[config.mk]
export PLATFORM = sky130hd
export DESIGN_NAME = known_sink_update
export DESIGN_NICKNAME = d
export VERILOG_FILES = /design/src/rtl/known_sink_update.sv
export SDC_FILE = /design/constraint.sdc
export NUM_CORES = 1
export LEC_CHECK = 0
export CORE_ASPECT_RATIO = 0.6
export CORE_MARGIN = 1.5
export CORE_UTILIZATION = 55
export DETAILED_ROUTE_END_ITERATION = 10
export PLACE_DENSITY = 0.86
export SYNTH_ARGS = -nofsm -noshare
export SYNTH_HDL_FRONTEND = slang
export SYNTH_SLANG_ARGS = --single-unit
[constraint.sdc]
create_clock -name i_clock -period 8.2 [get_ports i_clock]
set_input_delay 0.82 -clock i_clock [delete_from_list [all_inputs] [get_ports i_clock]]
set_output_delay 0.82 -clock i_clock [all_outputs]
set_load 0.01 [all_outputs]
[src/rtl/known_sink_update.sv]
// known_sink_update: records sink_id in the shared knownSinks table, appending it and bumping the count if absent.
// Optional build macro KSU_FIFO_REPLACE_EN: a full table overwrites the oldest slot round-robin instead of dropping.
module known_sink_update #(
  parameter int                    WORD_WIDTH    = 16,
  parameter int                    MAX_SINKS     = 32,
  parameter logic [WORD_WIDTH-1:0] KS_BASE       = 16'h0008,
  parameter logic [WORD_WIDTH-1:0] KS_COUNT_ADDR = 16'h0688
) (
  input  logic                  i_clock,
  input  logic                  i_nrst,
  input  logic                  i_en,
  input  logic                  i_start,
  input  logic [WORD_WIDTH-1:0] i_sink_id,
  input  logic [WORD_WIDTH-1:0] i_data_in,
  output logic [WORD_WIDTH-1:0] o_address,
  output logic                  o_wr_en,
  output logic [WORD_WIDTH-1:0] o_data_out,
  output logic                  o_duplicate,
  output logic                  o_overflow,
  output logic                  o_done
);

  localparam logic [WORD_WIDTH-1:0] MAX_W = WORD_WIDTH'(MAX_SINKS);

  typedef enum logic [2:0] {
    S_WAIT_EN, S_IDLE, S_RD_CNT, S_CMP, S_APPEND, S_WR_CNT, S_DONE
  } state_t;

  state_t                r_state, w_state;
  logic [WORD_WIDTH-1:0] r_id, w_id;
  logic [WORD_WIDTH-1:0] r_cnt, w_cnt;
  logic [WORD_WIDTH-1:0] r_j, w_j;
  logic [WORD_WIDTH-1:0] r_address, w_address;
  logic [WORD_WIDTH-1:0] r_dataOut, w_dataOut;
  logic                  r_wrEn, w_wrEn;
  logic                  r_duplicate, w_duplicate;
  logic                  r_overflow, w_overflow;
  logic                  r_done, w_done;
  logic [WORD_WIDTH-1:0] w_cntClamped;
  logic [WORD_WIDTH-1:0] w_jNext;

`ifdef KSU_FIFO_REPLACE_EN
  localparam int RP_W = $clog2(MAX_SINKS);
  logic [RP_W-1:0] r_rp, w_rp;
`endif

  // A corrupt count above capacity is treated as a full table.
  assign w_cntClamped = (i_data_in > MAX_W) ? MAX_W : i_data_in;
  assign w_jNext      = r_j + WORD_WIDTH'(1);

  always_comb begin
    w_state     = r_state;
    w_id        = r_id;
    w_cnt       = r_cnt;
    w_j         = r_j;
    w_address   = r_address;
    w_dataOut   = r_dataOut;
    w_wrEn      = r_wrEn;
    w_duplicate = r_duplicate;
    w_overflow  = r_overflow;
    w_done      = r_done;
`ifdef KSU_FIFO_REPLACE_EN
    w_rp        = r_rp;
`endif
    case (r_state)
      S_WAIT_EN: begin
        if (i_en) begin
          w_done      = 1'b0;
          w_duplicate = 1'b0;
          w_overflow  = 1'b0;
          w_wrEn      = 1'b0;
          w_address   = KS_COUNT_ADDR;
          w_state     = S_IDLE;
        end
      end
      S_IDLE: begin
        if (i_start) begin
          w_id      = i_sink_id;
          w_address = KS_COUNT_ADDR;
          w_state   = S_RD_CNT;
        end
      end
      S_RD_CNT: begin
        w_cnt = w_cntClamped;
        if (w_cntClamped == '0) begin
          w_state = S_APPEND;
        end else begin
          w_j       = '0;
          w_address = KS_BASE;
          w_state   = S_CMP;
        end
      end
      // data_in holds entry r_j; the address for entry r_j+1 is issued in the same cycle.
      S_CMP: begin
        if (i_data_in == r_id) begin
          w_duplicate = 1'b1;
          w_state     = S_DONE;
        end else begin
          w_j = w_jNext;
          if (w_jNext == r_cnt) begin
            w_state = S_APPEND;
          end else begin
            w_address = KS_BASE + (w_jNext << 1);
          end
        end
      end
      S_APPEND: begin
        if (r_cnt < MAX_W) begin
          w_address = KS_BASE + (r_cnt << 1);
          w_dataOut = r_id;
          w_wrEn    = 1'b1;
          w_state   = S_WR_CNT;
        end else begin
          w_overflow = 1'b1;
`ifdef KSU_FIFO_REPLACE_EN
          w_address  = KS_BASE + WORD_WIDTH'({r_rp, 1'b0});
          w_dataOut  = r_id;
          w_wrEn     = 1'b1;
          w_rp       = (r_rp == RP_W'(MAX_SINKS - 1)) ? '0 : r_rp + RP_W'(1);
`endif
          w_state    = S_DONE;
        end
      end
      S_WR_CNT: begin
        w_address = KS_COUNT_ADDR;
        w_dataOut = r_cnt + WORD_WIDTH'(1);
        w_wrEn    = 1'b1;
        w_state   = S_DONE;
      end
      S_DONE: begin
        w_wrEn  = 1'b0;
        w_done  = 1'b1;
        w_state = S_WAIT_EN;
      end
      default: w_state = S_WAIT_EN;
    endcase
  end

  always_ff @(posedge i_clock or negedge i_nrst) begin
    if (!i_nrst) begin
      r_state     <= S_WAIT_EN;
      r_id        <= '0;
      r_cnt       <= '0;
      r_j         <= '0;
      r_address   <= KS_COUNT_ADDR;
      r_dataOut   <= '0;
      r_wrEn      <= 1'b0;
      r_duplicate <= 1'b0;
      r_overflow  <= 1'b0;
      r_done      <= 1'b0;
`ifdef KSU_FIFO_REPLACE_EN
      r_rp        <= '0;
`endif
    end else begin
      r_state     <= w_state;
      r_id        <= w_id;
      r_cnt       <= w_cnt;
      r_j         <= w_j;
      r_address   <= w_address;
      r_dataOut   <= w_dataOut;
      r_wrEn      <= w_wrEn;
      r_duplicate <= w_duplicate;
      r_overflow  <= w_overflow;
      r_done      <= w_done;
`ifdef KSU_FIFO_REPLACE_EN
      r_rp        <= w_rp;
`endif
    end
  end

  assign o_address   = r_address;
  assign o_wr_en     = r_wrEn;
  assign o_data_out  = r_dataOut;
  assign o_duplicate = r_duplicate;
  assign o_overflow  = r_overflow;
  assign o_done      = r_done;

endmodule
; ---- Yosys cells after proc, flatten, opt, wreduce, memory -nomap -nowiden
; Index checks and enable logic that the tools add are counted.
[word_totals]
out_inout_bits = 36
inputBits = 36
regBits = 87
[op_classes]
n_addsub = 4
magnitude_cmp = 2
muxes = 28
reduce_logical = 18
eq_ne = 17
[op_table]
columns = op, count
row1 = $mux W16, 10
row2 = $pmux W16 S6, 1
row3 = $pmux W16 S2, 2
row4 = $add A16 B1 Y16 const B, 2
row5 = $add A4 B16 Y16 const A, 2
row6 = $eq A16 B16 Y1, 2
row7 = $pmux W3 S6, 1
row8 = $gt A16 B6 Y1 const B, 1
row9 = $logic_not A16 Y1, 1
row10 = $lt A16 B6 Y1 const B, 1
row11 = $ne A2 B2 Y1 const B, 8
row12 = $mux W3, 5
row13 = $reduce_and A3 Y1, 5
row14 = $reduce_bool A2 Y1, 5
row15 = $eq A3 B3 Y1 const B, 3
row16 = $reduce_and A7 Y1, 1
row17 = $eq A3 B2 Y1 const B, 2
row18 = $pmux W1 S2, 3
row19 = $reduce_and A2 Y1, 3
row20 = $reduce_bool A6 Y1, 1
row21 = $mux W1, 4
row22 = $pmux W1 S4, 1
row23 = $reduce_bool A4 Y1, 1
row24 = $eq A3 B1 Y1 const B, 1
row25 = other kinds (3), 3

; ---- Logic depth before layout (Yosys ltp)
; Gate-level depths: netlist (run 1).
[logic_depth]
word_depth = 5
mapped_depth = 14
depth_no_buf = 11

; ---- Least setup slack after synthesis (run 1)
; No wires, ideal clock.
[synth_timing]
kind = register to register
startpoint = register r_state[0]
endpoint = register r_address[7] (netlist: o_address[7])
arrival_time_ns = 2.815
n_path_buf = 4
stages_incl_launch_ff = 14
setup_slack_ns = 5.326
setup_ns = 0.059
cell_sequence = dfrtp_1 clkbuf_1 or3b_1 buf_2 buf_2 buf_1 a21oi_1 ha_1 o21ai_0 a21oi_1 nand2_1 xor2_1 a221oi_1 mux2_4
[synth_via]
elab_chain_cells = 3
word_cells_on_any_way = 15
[synth_lines]
columns = element, line_no
row1 = start: declaration, 29  ; state_t r_state, w_state;
row2 = start signal: assignment, 155  ; r_state <= w_state;
row3 = "$eq A3 B3 Y1, or another cell as far along", 65  ; case (r_state)
row4 = $reduce_bool A6 Y1 (no line) / $ne A2 B2 Y1 (equally long branches), n/a
row5 = $reduce_and A7 Y1 (no line), n/a
row6 = end signal: assignment, 159  ; r_address <= w_address;
row7 = end: declaration, 33  ; logic [WORD_WIDTH-1:0] r_address, w_address;
; Several ways; a longest one is shown, not always the timed one.
; A chain may end at the register's enable or synchronous reset.

; ---- Worst setup path in the final report (run 1)
[layout_timing]
startpoint = register r_state[0]
endpoint = register r_address[15] (netlist: o_address[15])
; The elaborated chain is that of the path after synthesis.

==> results of run 1 <==
==> routing by layer <==
layer,share of wire (%),vias up,track usage (%)
li1,-,2292,-
met1,47,2439,46.1
met2,41,316,42.8
met3,9.7,33,7.74
met4,1.6,0,8.59
met5,0,-,0.463
==> critical path, delay by kind of cell (launching register included) <==
| family | cells | cell delay (ns) |
|---|---|---|
| AOI/OAI and AO/OA | 5 | 1.13 |
| xor gates and xnor gates | 1 | 0.17 |
| adders and majority gates | 1 | 0.22 |
| DFF | 1 | 0.67 |
| and+or+nand+nor | 3 | 1.22 |
==> through the flow <==
stage	area [µm²]	util [%]	worst slack, ns	hold WS (ns)
floorplan	5600	-	5.33	0.508
global placement	6280	63.6	4.84	0.479
detailed placement	6280	63.6	4.69	0.478
CTS	6580	66.6	4.75	0.497
global route	6580	66.6	4.40	0.527
finish	6580	66.6	4.62	0.491
==> logic make-up (layout without fill, tap and decap cells) <==
family	Yosys count	in the layout	synth area share [%]
fa+ha+maj	3	3	0.671
mux	49	49	9.70
buf+inv	60	104	4.76
flops	86	86	38.6
other cells	1	1	0.0670
compound gates	129	129	14.0
simple gates	230	230	22.1
xor+xnor	63	63	10.1
==> cells in the final DEF, fill, tap and decap left out, types with 5 or more instances in the layout <==
| cell type | n |
|---|---|
| sky130_fd_sc_hd__a211oi_1 | 5 |
| sky130_fd_sc_hd__a21oi_1 | 36 |
| sky130_fd_sc_hd__a31oi_1 | 6 |
| sky130_fd_sc_hd__and2_1 | 14 |
| sky130_fd_sc_hd__and3_1 | 8 |
| sky130_fd_sc_hd__clkbuf_16 | 9 |
| sky130_fd_sc_hd__clkdlybuf4s50_1 | 69 |
| sky130_fd_sc_hd__dfrtp_1 | 82 |
| sky130_fd_sc_hd__inv_1 | 15 |
| sky130_fd_sc_hd__mux2_1 | 5 |
| sky130_fd_sc_hd__mux2_2 | 21 |
| sky130_fd_sc_hd__mux2i_1 | 19 |
| sky130_fd_sc_hd__nand2_1 | 47 |
| sky130_fd_sc_hd__nand3_1 | 23 |
| sky130_fd_sc_hd__nand4_1 | 16 |
| sky130_fd_sc_hd__nor2_1 | 61 |
| sky130_fd_sc_hd__nor3_1 | 13 |
| sky130_fd_sc_hd__nor4_1 | 11 |
| sky130_fd_sc_hd__o21ai_0 | 42 |
| sky130_fd_sc_hd__o22ai_1 | 9 |
| sky130_fd_sc_hd__o31ai_1 | 6 |
| sky130_fd_sc_hd__or2_2 | 5 |
| sky130_fd_sc_hd__xnor2_1 | 47 |
| sky130_fd_sc_hd__xor2_1 | 15 |
==> worst paths after layout <==
kind,cells past startpoint,to,startpoint,slack [ns]
worst max-delay path,10,o_address[15]$_DFFE_PN0P_,r_state[0]$_DFFE_PN0P_,4.62
worst min-delay path,1,o_address[1]$_DFFE_PN0P_,o_address[1]$_DFFE_PN0P_,0.49
worst max register to register,10,o_address[15]$_DFFE_PN0P_,r_state[0]$_DFFE_PN0P_,4.62
worst min register to register,1,o_address[1]$_DFFE_PN0P_,o_address[1]$_DFFE_PN0P_,0.49
max in group asynchronous,1,r_j[15]$_DFFE_PN0P_,i_nrst,6.83
min in group asynchronous,1,r_j[14]$_DFFE_PN0P_,i_nrst,0.65
==> report_power, final <==
part | switching [µW] | internal, µW | leakage [µW]
combinational | 400 | 367 | 0.00153
sequential | 148 | 549 | 0.00111
clock | 180 | 239 | 0.000141
total | 728 | 1160 | 0.00278
==> area by class of cell <==
class	instances	area, µm²
fill	766	3300
multi-input combinational	475	3180
sequential	86	2160
timing repair buffer	73	721
clock buffer	10	229
tap	135	169
clock inverter	6	70.1
inverter	15	56.3
==> registers in the layout, summed over array words and instances (netlist names) <==
name / flops
o_address: 15
o_data_out: 16
o_done: 1
o_duplicate: 1
o_overflow: 1
o_wr_en: 1
r_cnt: 16
r_id: 16
r_j: 16
r_state: 3
==> results.toml, run 1 <==
[clocking]
number_of_hold_buffers_added_after_cts = 0
clockBufferDepth = 2
cts-htree-levels = 3
total_clock_buffers_created_by_cts = 9
clock-sinks = 86
path_clk_slew_ns = 0.07
worstSkewPairLatency_ns = 0.35
post_cts.resized_instances = 0
tritoncts = "done"
postCtsSetupRepairBufs = 0
root_buffer = "sky130_fd_sc_hd__clkbuf_16"

[placement]
placed_cells_incl_taps = 784
finalWeightedCongestion = 0.960
port_bufs = 70
place.detailed.hpwl_um = 11900

[global_route]
first_global_vias = 4642
grt_antenna_before_repair = 0
grt_first_pass_wirelength_um = 25200
globalRouteTotalUtil_pct = 30.5
grt_start_max_net_pins = 87
grt_remaining_overflow = 0

[synthesis]
yosys.cell_types.count = 68
ys_seq_elements = 86
most_instantiated_cells_after_synthesis = "sky130_fd_sc_hd__dfrtp_1 (82), sky130_fd_sc_hd__nor2_1 (61), sky130_fd_sc_hd__nand2_1 (47), sky130_fd_sc_hd__xnor2_1 (47), sky130_fd_sc_hd__o21ai_0 (42)"
avgSynthCellArea_um2 = 9.01
syn-num-nets = 660
share_of_synthesized_flip_flops_with_an_asynchronous_set_or_reset_pct = 100
post-synth-top-count-cell = "sky130_fd_sc_hd__dfrtp_1"
synth-edff-count = 0
post_synth_instance_area_um2 = 5600
synth_largest_type_area_fraction_pct = 36.7
syn-instance-count = 621
synth_warnings = 0
yosys_most_used_dff = "sky130_fd_sc_hd__dfrtp_1"
seq_area_frac_synth_pct = 38.6
synth.area.top_cells = "sky130_fd_sc_hd__dfrtp_1 (37%), sky130_fd_sc_hd__xnor2_1 (7.4%), sky130_fd_sc_hd__mux2_2 (4.2%), sky130_fd_sc_hd__nor2_1 (4.1%), sky130_fd_sc_hd__o21ai_0 (3.8%)"
yosysTopAreaCell = "sky130_fd_sc_hd__dfrtp_1"

[timing]
fmax_mhz = 280
setup_repair_after_global_routing_missed_its_margin = "no"
finalClockSkew_ns = 0.00896
setup-tns-final_ns = 0
layout_min_cycle_time_ns = 3.58
slew-limit-headroom_pct = 28.0
post-route-period-util_pct = 43.6
setup_viol = 0
tightest_slew_ns = 1.08
timing_max_transition_violations_final = 0
timing_hold_violations_final = 0

[worst_setup_path]
critPathRequiredTime_ns = 8.40
cp-end-kind = "register"
crit_path_frequent_cell = "sky130_fd_sc_hd__a21oi_1"
critPathArrivalTime_ns = 3.78
critical_path_source_type = "register"
critical-path-slowest-cell = "sky130_fd_sc_hd__or3b_1"
critical_path_peak_fanout = 27
critical-path-max-stage-delay_ns = 0.82
path_class = "register to register"
crit_path_cell_trace = "or3b_1 -> nor2_1 -> a21oi_1 -> ha_1 -> o21ai_0 -> a21oi_1 -> o211ai_1 -> nor4_1 -> xnor2_1 -> o22ai_1"

[detailed_routing]
antenna_violating_nets_post_route = 0
route.detailed.vias_per_inst = 6.35
wire_per_inst_um = 20.2
drt-initial-drc-count = 658
drtPass1Iterations = 6
finalWirelength_um = 16200
route.detailed.drc = 0
num_vias = 5080

[power]
ir_drop_uv = 179
power-per-cell-area_nw_per_um2 = 286
power.leakage_uw = 0.00278
power.total_uw = 1880

[layout]
antenna_cells_inserted = 0
finish.cell_count_without_fillers = 800
area_delta_synth_final_pct = 17.6
finish.net_count = 699
share_of_layout_cells_above_drive_strength_1_pct = 9.77

[floorplan]
floorplan.die.height_um = 81.1
core-area_um2 = 9880
standard_cell_row_count = 28
ios = 72
floorplan.die_area_um2 = 10800
chipWidth_um = 133
initial_core_util_pct = 56.6

[run]
maxCapViolations = 0

[run_status]
outcome = "completed"

[min_path]
hold_path.class = "register to register"
(Power assumes the default switching activity.)
==> run 2, diff against run 1 <==
==> constraint.sdc (replaced) <==
create_clock -name i_clock -period 3.6 [get_ports i_clock]
set_input_delay 0.36 -clock i_clock [delete_from_list [all_inputs] [get_ports i_clock]]
set_output_delay 0.36 -clock i_clock [all_outputs]
set_load 0.01 [all_outputs]
==> run 2 against run 1 <==
Clock skew grew 0.00057 ns. Setup slack lost 4.3 ns. Global-route usage grew 1.7 points. Register-to-register slack lost 4.3 ns. Hold slack lost 0.33 ns. First-iteration DRC count shrank 2.3%. Clock power grew 150%. Routed wire length grew 3.4%. Flip-flop and latch count is the same. Maximum frequency grew 8.2%.
==> results.toml, run 2 (synthesized netlist as in run 1, its figures left out) <==
[run_status]
outcome = "completed"

[placement]
placed_cells_incl_taps = 797
finalWeightedCongestion = 0.911
pre_cts_slack_ns = 0.367
place.detailed.hpwl_um = 12200
port_bufs = 70

[power]
power.total_uw = 4470
power-per-cell-area_nw_per_um2 = 666
power.leakage_uw = 0.00285
ir_drop_uv = 451

[floorplan]
floorplan.die_area_um2 = 10800
standard_cell_row_count = 28
ios = 72
initial_core_util_pct = 56.6
floorplan.die.height_um = 81.1
core-area_um2 = 9880
chipWidth_um = 133

[detailed_routing]
route.detailed.drc = 0
wire_per_inst_um = 20.5
antenna_violating_nets_post_route = 0
drt-initial-drc-count = 643
route.detailed.vias_per_inst = 6.31
num_vias = 5128
drtPass1Iterations = 7
finalWirelength_um = 16700

[layout]
share_of_layout_cells_above_drive_strength_1_pct = 11.5
layout.area.seq_um2 = 2160
fillers = 746
multi_input_area_um2 = 3180
finish.net_count = 712
finish.cell_count_without_fillers = 813
antenna_cells_inserted = 0
area_delta_synth_final_pct = 19.8
mostFrequentLayoutCells = "sky130_fd_sc_hd__dfrtp_1 (82), sky130_fd_sc_hd__clkdlybuf4s50_1 (69), sky130_fd_sc_hd__nor2_1 (61)"
most_frequent_standard_cell_in_the_layout_excluding_fill_and_tap_cells = "sky130_fd_sc_hd__dfrtp_1"

[global_route]
met3_usage_pct = 9.99
globalRoute.busiestLayer = "met2"
grt_antenna_before_repair = 0
grt_util_met2_pct = 47.1
globalRouteTotalUtil_pct = 32.2
grt_first_pass_wirelength_um = 26400
global_route.usage.met1_pct = 46.7
first_global_vias = 4795
grt_remaining_overflow = 0
grt_start_max_net_pins = 87

[worst_setup_path]
critical_path_peak_fanout = 9
critical-path-slowest-cell = "sky130_fd_sc_hd__dfrtp_1"
cp-end-kind = "register"
path_class = "register to register"
critPathRequiredTime_ns = 3.83
critical_path_source_type = "register"
critPathArrivalTime_ns = 3.54
crit_path_cell_trace = "ha_1 -> nand4_2 -> nor3_2 -> xnor2_1 -> o2111a_1 -> and4_4 -> a21oi_4 -> buf_4 -> mux2_4"
critical-path-max-stage-delay_ns = 0.49

[timing]
setup_viol = 0
hold-worst-slack_ns = 0.156
tightest_slew_ns = 1.12
fmax_mhz = 302
slew-limit-headroom_pct = 25.1
setup_repair_after_global_routing_missed_its_margin = "no"
layout_min_cycle_time_ns = 3.31
post-route-period-util_pct = 91.8
setup-tns-final_ns = 0
post-route-worst-setup-slack_ns = 0.294
timing_hold_violations_final = 0
finalClockSkew_ns = 0.00953
timing_max_transition_violations_final = 0

[clocking]
root_buffer = "sky130_fd_sc_hd__clkbuf_16"
path_clk_slew_ns = 0.06
post_cts.resized_instances = 0
cts-htree-levels = 3
clock-sinks = 86
postCtsSetupRepairBufs = 0
number_of_hold_buffers_added_after_cts = 0
clockBufferDepth = 2
total_clock_buffers_created_by_cts = 9
tritoncts = "done"
worstSkewPairLatency_ns = 0.35

[min_path]
hold_path.class = "primary input to asynchronous set/reset pin"

[run]
maxCapViolations = 0
-- run 2: routing by layer --
metal / vias up / share of wire, %
met5: - / 0
met4: 0 / 0.84
met3: 23 / 12
met2: 335 / 43
met1: 2459 / 45
li1: 2311 / -
-- run 2: cell type report --
type	count	share of cell area (%)
Inverter	15	0.840
Clock buffer	10	3.42
Sequential cell	86	32.2
Multi-Input combinational cell	475	47.4
Clock inverter	6	1.42
Timing Repair Buffer	86	12.2
Tap cell	135	2.52
-- run 2: power by group --
group	internal [µW]	switching, µW	total, µW
Clock	616	417	1030
Sequential	1250	325	1580
Combinational	894	962	1860
-- run 2: path summary, 6_finish.rpt --
| kind | start | endpoint | slack (ns) | cells past startpoint |
|---|---|---|---|---|
| worst max-delay path | r_j[0]$_DFFE_PN0P_ | o_address[8]$_DFFE_PN0P_ | 0.29 | 9 |
| worst min-delay path | i_nrst | r_j[14]$_DFFE_PN0P_ | 0.16 | 1 |
| worst max register to register | r_j[0]$_DFFE_PN0P_ | o_address[8]$_DFFE_PN0P_ | 0.29 | 9 |
| worst min register to register | o_address[6]$_DFFE_PN0P_ | o_address[6]$_DFFE_PN0P_ | 0.50 | 1 |
| max in group asynchronous | i_nrst | o_address[14]$_DFFE_PN0P_ | 2.65 | 1 |
| min in group i_clock | o_address[6]$_DFFE_PN0P_ | o_address[6]$_DFFE_PN0P_ | 0.50 | 1 |
-- run 2: worst max-delay path: cells and delay by family (launching register included) --
kind                     cells  cell delay, ns
AND/OR/NAND/NOR              3            0.94
AO/OA/AOI/OAI                2            0.62
flip-flops                   1            0.49
adder cells (fa/ha/maj)      1            0.42
multiplexers                 1            0.30
buffers and inverters        1            0.26
XOR/XNOR                     1            0.15
-- run 2: through the flow --
stage | utilization [%] | cell area [µm²]
detailed placement | 64.6 | 6380
finish | 67.8 | 6700
global route | 67.8 | 6700
global placement | 64.6 | 6380
CTS | 67.8 | 6700
floorplan | - | 5600
==> run 3, diff against run 2 <==
--- a/config.mk
+++ b/config.mk
@@ -9,6 +9,7 @@
 export CORE_MARGIN = 1.5
 export CORE_UTILIZATION = 55
 export DETAILED_ROUTE_END_ITERATION = 10
+export GPL_TIMING_DRIVEN = 0
 export PLACE_DENSITY = 0.86
 export SYNTH_ARGS = -nofsm -noshare
 export SYNTH_HDL_FRONTEND = slang
==> run 3 against run 2 <==
Sequential power fell by 4%. Combinational power up 3%. Die area stayed put. Setup slack lost 0.13 ns. Core utilization rose by 1.1 points. Largest cell class unchanged.
==> results.toml, run 3 (synthesized netlist as in run 1, its figures left out) <==
[layout]
finish.net_count = 743
area_delta_synth_final_pct = 21.8
final_core_util_pct = 69.0
antenna_cells_inserted = 0
share_of_layout_cells_above_drive_strength_1_pct = 11.7
most_frequent_standard_cell_in_the_layout_excluding_fill_and_tap_cells = "sky130_fd_sc_hd__dfrtp_1"
mostFrequentLayoutCells = "sky130_fd_sc_hd__dfrtp_1 (82), sky130_fd_sc_hd__clkdlybuf4s50_1 (69), sky130_fd_sc_hd__nor2_1 (61)"
finish.cell_count_without_fillers = 844

[global_route]
first_global_vias = 5012
grt_start_max_net_pins = 65
grt_remaining_overflow = 0
global_route.usage.met1_pct = 50.5
grt_first_pass_wirelength_um = 27500
met3_usage_pct = 8.18
globalRoute.busiestLayer = "met1"
globalRouteTotalUtil_pct = 33.6
grt_antenna_before_repair = 0
grt_util_met2_pct = 48.5

[timing]
layout_min_cycle_time_ns = 3.44
tightest_slew_ns = 1.07
setup_viol = 0
fmax_mhz = 291
slew-limit-headroom_pct = 27.8
timing_max_transition_violations_final = 0
setup_repair_after_global_routing_missed_its_margin = "no"
post-route-worst-setup-slack_ns = 0.161
hold-worst-slack_ns = 0.471
post-route-period-util_pct = 95.5
finalClockSkew_ns = 0.00672
timing_hold_violations_final = 0

[floorplan]
ios = 72
initial_core_util_pct = 56.6
floorplan.die.height_um = 81.1
standard_cell_row_count = 28
chipWidth_um = 133
core-area_um2 = 9880
floorplan.die_area_um2 = 10800

[power]
power-per-cell-area_nw_per_um2 = 647
power.total_uw = 4410
power.leakage_uw = 0.00292
ir_drop_uv = 415

[detailed_routing]
num_vias = 5375
antenna_violating_nets_post_route = 0
finalWirelength_um = 17500
route.detailed.vias_per_inst = 6.37
route.detailed.drc = 0
drt-initial-drc-count = 619
wire_per_inst_um = 20.7
drtPass1Iterations = 6

[min_path]
hold_path.class = "primary input to asynchronous set/reset pin"

[worst_setup_path]
path_class = "register to register"
critPathArrivalTime_ns = 3.73
critical-path-slowest-cell = "sky130_fd_sc_hd__a221oi_1"
critical_path_source_type = "register"
crit_path_cell_trace = "or3b_1 -> buf_2 -> buf_2 -> buf_2 -> nor2_1 -> nor2_1 -> ha_1 -> o21ai_0 -> a21oi_2 -> nand2_1 -> xor2_1 -> a221oi_1 -> mux2_4"
critical-path-max-stage-delay_ns = 0.55
crit_path_frequent_cell = "sky130_fd_sc_hd__buf_2"
critPathRequiredTime_ns = 3.89
critical_path_peak_fanout = 10
cp-end-kind = "register"

[placement]
finalWeightedCongestion = 0.938
place.detailed.hpwl_um = 13100
pre_cts_slack_ns = -0.278
port_bufs = 70
placed_cells_incl_taps = 827

[clocking]
root_buffer = "sky130_fd_sc_hd__clkbuf_16"
path_clk_slew_ns = 0.07
tritoncts = "done"
cts-htree-levels = 3
clock-sinks = 86
worstSkewPairLatency_ns = 0.35
clockBufferDepth = 2
total_clock_buffers_created_by_cts = 9

[run_status]
outcome = "completed"

[run]
maxCapViolations = 0
## run 3: what timing repair did
action	CTS	global route
pin swaps	0	0
endpoints found under the setup margin	4	3
hold endpoints to repair	21	0
resized for setup	2	0
buffers inserted	0	1
hold buffers	1	0
## run 3: layout make-up
| cell class | instances | area (µm²) |
|---|---|---|
| Inverter | 15 | 56.3 |
| Buffer | 44 | 208 |
| Multi-Input combinational cell | 475 | 3180 |
| Timing Repair Buffer | 73 | 743 |
| Tap cell | 135 | 169 |
| Clock inverter | 7 | 80.1 |
| Clock buffer | 9 | 225 |
| Fill cell | 774 | 3070 |
| Sequential cell | 86 | 2160 |
## run 3: path summary, 6_finish.rpt
check / startpoint / to / slack [ns] / cells after the start
min in group i_clock: o_address[5]$_DFFE_PN0P_ / o_address[5]$_DFFE_PN0P_ / 0.49 / 1
max in group asynchronous: i_nrst / o_address[10]$_DFFE_PN1P_ / 2.49 / 3
min: i_nrst / r_j[14]$_DFFE_PN0P_ / 0.47 / 2
max: r_state[0]$_DFFE_PN0P_ / o_address[7]$_DFFE_PN1P_ / 0.16 / 13
max reg2reg: r_state[0]$_DFFE_PN0P_ / o_address[7]$_DFFE_PN1P_ / 0.16 / 13
min reg2reg: o_address[5]$_DFFE_PN0P_ / o_address[5]$_DFFE_PN0P_ / 0.49 / 1
## run 3: routing by layer
| layer | wire length (µm) | vias up |
|---|---|---|
| li1 | - | 2380 |
| met1 | 8010 | 2624 |
| met2 | 7280 | 335 |
| met3 | 1890 | 36 |
| met4 | 313 | 0 |
| met5 | 0 | - |
## run 3: worst max-delay path: cells and delay by family (launching register included)
kind / cells / cell delay (ns)
compound gates: 3 / 0.94
buf+inv: 3 / 0.80
simple gates: 4 / 0.50
flops: 1 / 0.49
mux: 1 / 0.24
fa+ha+maj: 1 / 0.23
xor+xnor: 1 / 0.17
## run 3: stage by stage
step / setup TNS (ns) / area [µm²]
detailed placement: -0.310 / 6490
global route: 0 / 6810
floorplan: 0 / 5600
global placement: -72.19 / 6460
finish: 0 / 6810
CTS: 0 / 6810
## run 3: where the power goes
part / internal (µW) / switching, µW
Clock: 548 / 433
Sequential: 1250 / 264
Combinational: 878 / 1040
